===== src/rtl/mem_burst_pkg.sv =====
// Shared definitions for the burst master: FSM state encoding, command op
// encoding and the default bus geometry used by the interface and modules.
package mem_burst_pkg;

    localparam int unsigned DEFAULT_AW    = 8;
    localparam int unsigned DEFAULT_DW    = 8;
    localparam int unsigned DEFAULT_DEPTH = 32;
    localparam int unsigned DEFAULT_LENW  = 6;

    localparam logic [2:0] IDLE  = 3'd0;
    localparam logic [2:0] WRITE = 3'd1;
    localparam logic [2:0] READ  = 3'd2;
    localparam logic [2:0] DRAIN = 3'd3;
    localparam logic [2:0] DONE  = 3'd4;

    typedef enum logic [2:0] {
        StIdle  = IDLE,
        StWrite = WRITE,
        StRead  = READ,
        StDrain = DRAIN,
        StDone  = DONE
    } state_e;

    typedef enum logic {
        OpRead  = 1'b0,
        OpWrite = 1'b1
    } op_e;

endpackage


===== src/rtl/mem_burst_master_if.sv =====
// Bus bundle for mem_burst_master.
//   Command stream : CmdValid/CmdReady, CmdWrite, CmdAddr, CmdLen
//   Write stream   : WrValid/WrReady, WrData
//   Read stream    : RdValid/RdReady, RdData
//   Status         : Busy, Done, Error
//   Memory port    : Address, WriteData, MemRead, MemWrite, ReadData
// Modport master is the burst engine's view; slave is the front end / memory view.
interface mem_burst_master_if #(
    parameter int unsigned AW   = mem_burst_pkg::DEFAULT_AW,
    parameter int unsigned DW   = mem_burst_pkg::DEFAULT_DW,
    parameter int unsigned LENW = mem_burst_pkg::DEFAULT_LENW
) ();

    logic            CmdValid;
    logic            CmdReady;
    logic            CmdWrite;
    logic [AW-1:0]   CmdAddr;
    logic [LENW-1:0] CmdLen;

    logic            WrValid;
    logic            WrReady;
    logic [DW-1:0]   WrData;

    logic            RdValid;
    logic            RdReady;
    logic [DW-1:0]   RdData;

    logic            Busy;
    logic            Done;
    logic            Error;

    logic [AW-1:0]   Address;
    logic [DW-1:0]   WriteData;
    logic            MemRead;
    logic            MemWrite;
    logic [DW-1:0]   ReadData;

    modport master (
        input  CmdValid, CmdWrite, CmdAddr, CmdLen,
        input  WrValid, WrData,
        input  RdReady,
        input  ReadData,
        output CmdReady, WrReady, RdValid, RdData,
        output Busy, Done, Error,
        output Address, WriteData, MemRead, MemWrite
    );

    modport slave (
        output CmdValid, CmdWrite, CmdAddr, CmdLen,
        output WrValid, WrData,
        output RdReady,
        output ReadData,
        input  CmdReady, WrReady, RdValid, RdData,
        input  Busy, Done, Error,
        input  Address, WriteData, MemRead, MemWrite
    );

endinterface


===== src/rtl/mem_burst_addr_ctr.sv =====
// Burst address pointer and remaining-beat counter.
//   clk, reset_n : clock, asynchronous active-low reset
//   load         : capture load_ptr / load_cnt (takes priority over step)
//   step         : advance ptr (wrapping modulo DEPTH) and decrement cnt
//   ptr, cnt     : current address pointer and beats remaining
//   last         : cnt == 1, i.e. the beat being stepped now is the final one
module mem_burst_addr_ctr
    import mem_burst_pkg::*;
#(
    parameter int unsigned DEPTH = DEFAULT_DEPTH,
    parameter int unsigned LENW  = DEFAULT_LENW,
    parameter int unsigned PW    = $clog2(DEPTH)
) (
    input  logic            clk,
    input  logic            reset_n,
    input  logic            load,
    input  logic            step,
    input  logic [PW-1:0]   load_ptr,
    input  logic [LENW-1:0] load_cnt,
    output logic [PW-1:0]   ptr,
    output logic [LENW-1:0] cnt,
    output logic            last
);

    logic [PW-1:0]   ptr_q;
    logic [LENW-1:0] cnt_q;

    // DEPTH is a power of two, so PW-bit overflow is exactly the wrap.
    always_ff @(posedge clk or negedge reset_n) begin
        if (!reset_n) begin
            ptr_q <= '0;
            cnt_q <= '0;
        end else if (load) begin
            ptr_q <= load_ptr;
            cnt_q <= load_cnt;
        end else if (step) begin
            ptr_q <= ptr_q + PW'(1);
            cnt_q <= cnt_q - LENW'(1);
        end
    end

    assign ptr  = ptr_q;
    assign cnt  = cnt_q;
    assign last = (cnt_q == LENW'(1));

endmodule


===== src/rtl/mem_burst_master.sv =====
// Burst initiator for a single-port data memory. One command (op, base
// address, beat count) becomes a burst of consecutive accesses; write data
// arrives on the WrValid/WrReady stream and read data leaves on the
// registered RdValid/RdReady stream.
//   clk     : clock, all state on posedge
//   reset_n : asynchronous active-low reset; aborts any burst in flight
//   bus     : mem_burst_master_if.master (command, write, read, status, memory)
// Optional build macro ADDR_CHECK_EN: a command whose CmdAddr >= DEPTH makes no
// memory access and finishes with Error pulsed alongside Done. Without it
// Error is tied low and CmdAddr is taken modulo DEPTH.
module mem_burst_master
    import mem_burst_pkg::*;
#(
    parameter int unsigned AW    = DEFAULT_AW,
    parameter int unsigned DW    = DEFAULT_DW,
    parameter int unsigned DEPTH = DEFAULT_DEPTH,
    parameter int unsigned LENW  = DEFAULT_LENW
) (
    input logic                clk,
    input logic                reset_n,
    mem_burst_master_if.master bus
);

    localparam int unsigned PW = $clog2(DEPTH);

    state_e          state_q;
    logic            rd_valid_q;
    logic [DW-1:0]   rd_data_q;
    logic            err_q;

    logic [PW-1:0]   ptr;
    logic [LENW-1:0] cnt;
    logic            last;

    logic            addr_bad;
    logic            cmd_take;
    logic            wr_beat;
    logic            rd_issue;
    logic            rd_accept;
    op_e             cmd_op;

    assign cmd_op    = op_e'(bus.CmdWrite);
    assign cmd_take  = (state_q == StIdle) && bus.CmdValid;
    assign wr_beat   = (state_q == StWrite) && bus.WrValid;
    assign rd_accept = rd_valid_q && bus.RdReady;
    // A new read may only be issued when the output register is free or is
    // being emptied in this same cycle.
    assign rd_issue  = (state_q == StRead) && (cnt != '0) && (!rd_valid_q || bus.RdReady);

    mem_burst_addr_ctr #(
        .DEPTH (DEPTH),
        .LENW  (LENW)
    ) u_addr_ctr (
        .clk      (clk),
        .reset_n  (reset_n),
        .load     (cmd_take),
        .step     (wr_beat || rd_issue),
        .load_ptr (bus.CmdAddr[PW-1:0]),
        .load_cnt (bus.CmdLen),
        .ptr      (ptr),
        .cnt      (cnt),
        .last     (last)
    );

`ifdef ADDR_CHECK_EN
    assign addr_bad  = |bus.CmdAddr[AW-1:PW];
    assign bus.Error = (state_q == StDone) && err_q;
`else
    assign addr_bad  = 1'b0;
    assign bus.Error = 1'b0;
    logic unused_addr_hi;
    assign unused_addr_hi = ^{bus.CmdAddr[AW-1:PW], err_q};
`endif

    always_ff @(posedge clk or negedge reset_n) begin
        if (!reset_n) begin
            state_q    <= StIdle;
            rd_valid_q <= 1'b0;
            rd_data_q  <= '0;
            err_q      <= 1'b0;
        end else begin
            unique case (state_q)
                StIdle: begin
                    err_q <= 1'b0;
                    if (bus.CmdValid) begin
                        if (addr_bad) begin
                            err_q   <= 1'b1;
                            state_q <= StDone;
                        end else if (bus.CmdLen == '0) begin
                            state_q <= StDone;
                        end else if (cmd_op == OpWrite) begin
                            state_q <= StWrite;
                        end else begin
                            state_q <= StRead;
                        end
                    end
                end
                StWrite: begin
                    if (wr_beat && last) begin
                        state_q <= StDone;
                    end
                end
                StRead: begin
                    if (rd_issue) begin
                        rd_data_q  <= bus.ReadData;
                        rd_valid_q <= 1'b1;
                        if (last) begin
                            state_q <= StDrain;
                        end
                    end else if (rd_accept) begin
                        rd_valid_q <= 1'b0;
                    end
                end
                StDrain: begin
                    if (rd_accept) begin
                        rd_valid_q <= 1'b0;
                        state_q    <= StDone;
                    end
                end
                StDone: begin
                    err_q   <= 1'b0;
                    state_q <= StIdle;
                end
                default: begin
                    state_q <= StIdle;
                end
            endcase
        end
    end

    assign bus.CmdReady  = (state_q == StIdle);
    assign bus.WrReady   = (state_q == StWrite);
    assign bus.RdValid   = rd_valid_q;
    assign bus.RdData    = rd_data_q;
    assign bus.Busy      = (state_q != StIdle);
    assign bus.Done      = (state_q == StDone);
    assign bus.Address   = AW'(ptr);
    assign bus.WriteData = (state_q == StWrite) ? bus.WrData : '0;
    assign bus.MemRead   = rd_issue;
    assign bus.MemWrite  = wr_beat;

endmodule


===== src/flat_wrapper.sv =====
// flat-port wrapper written by rule: the top's interface ports become plain ports
module mem_burst_master_flat import mem_burst_pkg::*;
#(
    parameter int unsigned AW    = DEFAULT_AW,
    parameter int unsigned DW    = DEFAULT_DW,
    parameter int unsigned DEPTH = DEFAULT_DEPTH,
    parameter int unsigned LENW  = DEFAULT_LENW
)
  (clk, reset_n, bus_CmdValid, bus_CmdWrite, bus_CmdAddr, bus_CmdLen, bus_WrValid, bus_WrData, bus_RdReady, bus_ReadData, bus_CmdReady, bus_WrReady, bus_RdValid, bus_RdData, bus_Busy, bus_Done, bus_Error, bus_Address, bus_WriteData, bus_MemRead, bus_MemWrite);
  mem_burst_master_if #(.AW(AW), .DW(DW), .LENW(LENW)) bus_i ();
  input logic clk;
  input logic reset_n;
  input wire logic [$bits(bus_i.CmdValid)-1:0] bus_CmdValid;
  input wire logic [$bits(bus_i.CmdWrite)-1:0] bus_CmdWrite;
  input wire logic [$bits(bus_i.CmdAddr)-1:0] bus_CmdAddr;
  input wire logic [$bits(bus_i.CmdLen)-1:0] bus_CmdLen;
  input wire logic [$bits(bus_i.WrValid)-1:0] bus_WrValid;
  input wire logic [$bits(bus_i.WrData)-1:0] bus_WrData;
  input wire logic [$bits(bus_i.RdReady)-1:0] bus_RdReady;
  input wire logic [$bits(bus_i.ReadData)-1:0] bus_ReadData;
  output wire logic [$bits(bus_i.CmdReady)-1:0] bus_CmdReady;
  output wire logic [$bits(bus_i.WrReady)-1:0] bus_WrReady;
  output wire logic [$bits(bus_i.RdValid)-1:0] bus_RdValid;
  output wire logic [$bits(bus_i.RdData)-1:0] bus_RdData;
  output wire logic [$bits(bus_i.Busy)-1:0] bus_Busy;
  output wire logic [$bits(bus_i.Done)-1:0] bus_Done;
  output wire logic [$bits(bus_i.Error)-1:0] bus_Error;
  output wire logic [$bits(bus_i.Address)-1:0] bus_Address;
  output wire logic [$bits(bus_i.WriteData)-1:0] bus_WriteData;
  output wire logic [$bits(bus_i.MemRead)-1:0] bus_MemRead;
  output wire logic [$bits(bus_i.MemWrite)-1:0] bus_MemWrite;
  assign bus_i.CmdValid = bus_CmdValid;
  assign bus_i.CmdWrite = bus_CmdWrite;
  assign bus_i.CmdAddr = bus_CmdAddr;
  assign bus_i.CmdLen = bus_CmdLen;
  assign bus_i.WrValid = bus_WrValid;
  assign bus_i.WrData = bus_WrData;
  assign bus_i.RdReady = bus_RdReady;
  assign bus_i.ReadData = bus_ReadData;
  assign bus_CmdReady = bus_i.CmdReady;
  assign bus_WrReady = bus_i.WrReady;
  assign bus_RdValid = bus_i.RdValid;
  assign bus_RdData = bus_i.RdData;
  assign bus_Busy = bus_i.Busy;
  assign bus_Done = bus_i.Done;
  assign bus_Error = bus_i.Error;
  assign bus_Address = bus_i.Address;
  assign bus_WriteData = bus_i.WriteData;
  assign bus_MemRead = bus_i.MemRead;
  assign bus_MemWrite = bus_i.MemWrite;
  mem_burst_master #(.AW(AW), .DW(DW), .DEPTH(DEPTH), .LENW(LENW)) u_core (.clk(clk), .reset_n(reset_n), .bus(bus_i));
endmodule

===== config.mk =====
export PLATFORM = sky130hd
export DESIGN_NAME = mem_burst_master_flat
export DESIGN_NICKNAME = d
export VERILOG_FILES = /design/src/rtl/mem_burst_pkg.sv /design/src/rtl/mem_burst_master_if.sv /design/src/rtl/mem_burst_addr_ctr.sv /design/src/rtl/mem_burst_master.sv /design/src/flat_wrapper.sv
export SDC_FILE = /design/constraint.sdc
export NUM_CORES = 1
export LEC_CHECK = 0
export CAP_MARGIN = 20
export CORE_ASPECT_RATIO = 1.1
export CORE_UTILIZATION = 35
export DETAILED_ROUTE_END_ITERATION = 16
export GPL_TIMING_DRIVEN = 0
export PLACE_DENSITY = 0.85
export SYNTH_ARGS = -nofsm -noshare
export SYNTH_HDL_FRONTEND = slang
export SYNTH_SLANG_ARGS = --single-unit

===== constraint.sdc =====
create_clock -name clk -period 1.9 [get_ports clk]
set_input_delay 0.285 -clock clk [delete_from_list [all_inputs] [get_ports clk]]
set_output_delay 0.285 -clock clk [all_outputs]
set_load 0.02 [all_outputs]

==> impl_metrics.yaml, run 1 <==
power_and_ir_drop:
  power_frac_seq_pct: 28.0
  p_clk_share_pct: 8.7
  intPower_w: 0.00201
  p_comb_share_pct: 63.3
  power.switching_w: 0.00152
  ir_worst_vdd_mv: 0.845
  swShare_pct: 43.0
  power_density_mw_per_mm2: 1590
  p_leak_nw: 0.973
synth:
  ys_seq_elements: 23
  synth_area_leader_cell: "dfrtp_1"
  yosysWarnings: 0
  ys_types: 39
  synth_area_mm2: 0.00137
  yosysMostFrequentCell: "dfrtp_1"
  synthArstFlopShare_pct: 100
  ys.flop_type: "dfrtp_1"
  synth_edf_count: 0
  synth_common_cells: "23 x dfrtp_1, 14 x nor2_1, 10 x and2_1, 9 x a21oi_1, 9 x nor3_1"
  yosys-top-cells-area: "dfrtp_1 42%, mux2_2 6.6%, and2_1 4.6%"
  synth_cells: 142
  synth_top_area_share_pct: 42.1
  ys_seq_area_share_pct: 42.1
  avgSynthCellArea_um2: 9.62
clock_network:
  clk_latency_ns: 0.26
  cts_made_buffers: 3
  path_clk_slew_ns: 0.08
  cts_tree: "done"
  cts_num_sinks: 23
  cts_root_buffer: "clkbuf_8"
  htreeDepth: 1
  cts_buffer_depth: 2
sta:
  hold_violations: 0
  slew_violations: 0
  setup_viol: 1
  fin_ws_ns: -0.0220
  period_needed_ns: 1.92
  slew_headroom_pct: 60.9
  maxClockFrequency_ghz: 0.520
  period_share_pct: 101
  hold-worst-slack_ns: 0.387
  tns_ns: -0.0220
  skew_ns: 0.00206
  rsz0062_at_grt: "yes"
  worstMarginPinSlew_ns: 0.584
drt:
  ant_nets: 0
  first_iter_violations: 38
  drtPass1Iterations: 4
  viasPerCell: 5.08
  drc_errors: 0
  vias: 1378
  wl_um: 3820
  post_drt_wl_per_cell_um: 14.1
global_route:
  grt_start_max_net_pins: 24
  grt_pass1_wl_um: 5600
  grt_overflow: 0
  grt_pass1_vias: 1243
  grt_util_all_layers_pct: 18.2
  antenna_found_initial: 0
critical_path:
  cpMaxStageDelayCell: "dfrtp_2"
  worst_setup_path_end_kind: "output pin"
  crit_buf_inv: 2
  path_cells: "or3b_4, a211oi_4, buf_6, buf_6"
  crit_required_ns: 1.62
  crit_family: "flip-flops"
  cp-start-kind: "flop"
  worstSetupStartpoint: "u_core.state_q[0]$_DFFE_PN0P_"
  rr_startpoint: "u_core.state_q[0]$_DFFE_PN0P_"
  cpPeakStageDelay_ns: 0.45
  critPathKind: "reg2out"
  path_common_cell: "buf_6"
  worst-path-max-fanout: 6
  worstPathArrival_ns: 1.64
placed_design:
  port_buffers: 60
  hpwl_um: 2590
  gp_congestion: 0.833
  post-place-ws_ns: -0.510
  placed_cells: 255
finish:
  layout-drive-gt1-share_pct: 28.1
  nets: 262
  num_antenna_cells: 0
  final_util_pct: 60.2
  layoutNonFillerInstCount: 271
  syn2layout_area_growth_pct: 62.2
floorplan:
  die_w_um: 61.6
  rows: 23
  core-area_mm2: 0.00368
  initial_utilization_pct: 37.1
  io_pins: 68
  die_area_mm2: 0.00416
  die_height_um: 67.5
worst_hold_path:
  hp-class: "in2async"
outcome:
  run_status: "finished with violations"
  failed_checks: "negative setup slack"
flow_run:
  cap_violations: 0
==> cell usage in the layout (no fill, tap or decap), types with 3 or more instances in the layout <==
| cell | n |
|---|---|
| nor3_1 | 7 |
| o22ai_1 | 4 |
| ha_1 | 4 |
| conb_1 | 4 |
| buf_6 | 5 |
| dfrtp_1 | 21 |
| inv_1 | 6 |
| mux2_2 | 8 |
| o21ai_0 | 4 |
| buf_4 | 16 |
| nand2_1 | 5 |
| a21oi_1 | 9 |
| and2_1 | 8 |
| nor3b_1 | 3 |
| nor2_1 | 13 |
| clkdlybuf4s50_1 | 46 |
| buf_2 | 10 |
| clkbuf_8 | 3 |
==> power by group through the flow <==
stage	combinational, W	clock, W	sequential [W]
after floorplan	0.00108	0	0.00112
after global placement	0.00199	0	0.000957
after detailed placement	0.00204	0	0.000970
after CTS	0.00209	0.000315	0.000967
after global routing	0.00241	0.000329	0.00103
final	0.00224	0.000307	0.000989
==> sequential cells by signal, summed over array words and instances (netlist names) <==
signal                 flops
u_core.bus.RdData          8
u_core.u_addr_ctr.cnt      6
u_core.u_addr_ctr.ptr      5
u_core.state_q             3
u_core.bus.RdValid         1
==> cells by family after synthesis <==
| family | share of synthesized area (%) |
|---|---|
| adders and majority gates | 3.66 |
| and+or+nand+nor | 23.0 |
| DFF | 42.1 |
| AOI/OAI and AO/OA | 16.6 |
| muxes | 7.33 |
| buffers and inverters | 7.05 |
| other | 0.274 |
==> final cells by class <==
type,count,area (µm²)
plain buffers,9,76.3
repair buffers,74,677
multi-input cells,105,753
inverters,6,22.5
well taps,50,62.6
fillers,354,1470
clock inverters,1,5.00
clock buffers,3,41.3
flip-flops and latches,23,578
==> routing by layer <==
layer	vias to the layer above	GRT usage, %	routed length [µm]
li1	655	-	-
met1	654	23.1	1540
met2	62	30.9	1930
met3	7	3.64	295
met4	0	5.28	63
met5	-	0	0
==> path summary, 6_finish.rpt <==
| path | cells past startpoint | endpoint | slack (ns) |
|---|---|---|---|
| setup / recovery | 4 | bus_MemRead | -0.02 |
| max in group asynchronous | 2 | u_core.state_q[0]$_DFFE_PN0P_ | 1.01 |
| setup reg to reg | 5 | u_core.bus.RdData[1]$_DFFE_PN0P_ | 0.01 |
| min in group clk | 1 | u_core.bus.RdData[0]$_DFFE_PN0P_ | 0.51 |
| hold / removal | 1 | u_core.u_addr_ctr.cnt[3]$_DFFE_PN0P_ | 0.39 |
| hold reg to reg | 1 | u_core.bus.RdData[0]$_DFFE_PN0P_ | 0.51 |
==> repair_timing <==
item	in CTS	in global routing
hold buffers	0	0
endpoints found under the hold margin	0	0
endpoints found under the setup margin	23	32
cloned	0	1
gates resized for setup	43	24
pin swaps	4	4
buffers inserted	4	8
==> metrics by stage <==
stage	area [µm²]	total power, W
CTS	2140	0.00337
finish	2220	0.00353
detailed placement	2050	0.00301
floorplan	1380	0.00220
global route	2220	0.00377
global placement	2050	0.00295
Power figures use the tool's default switching activity.
==> run 2: changes to the inputs <==
- CTS_CLUSTER_SIZE: not set -> 30
==> results of run 2 <==
The final DEF is identical to that of run 1; final timing and power are the same.
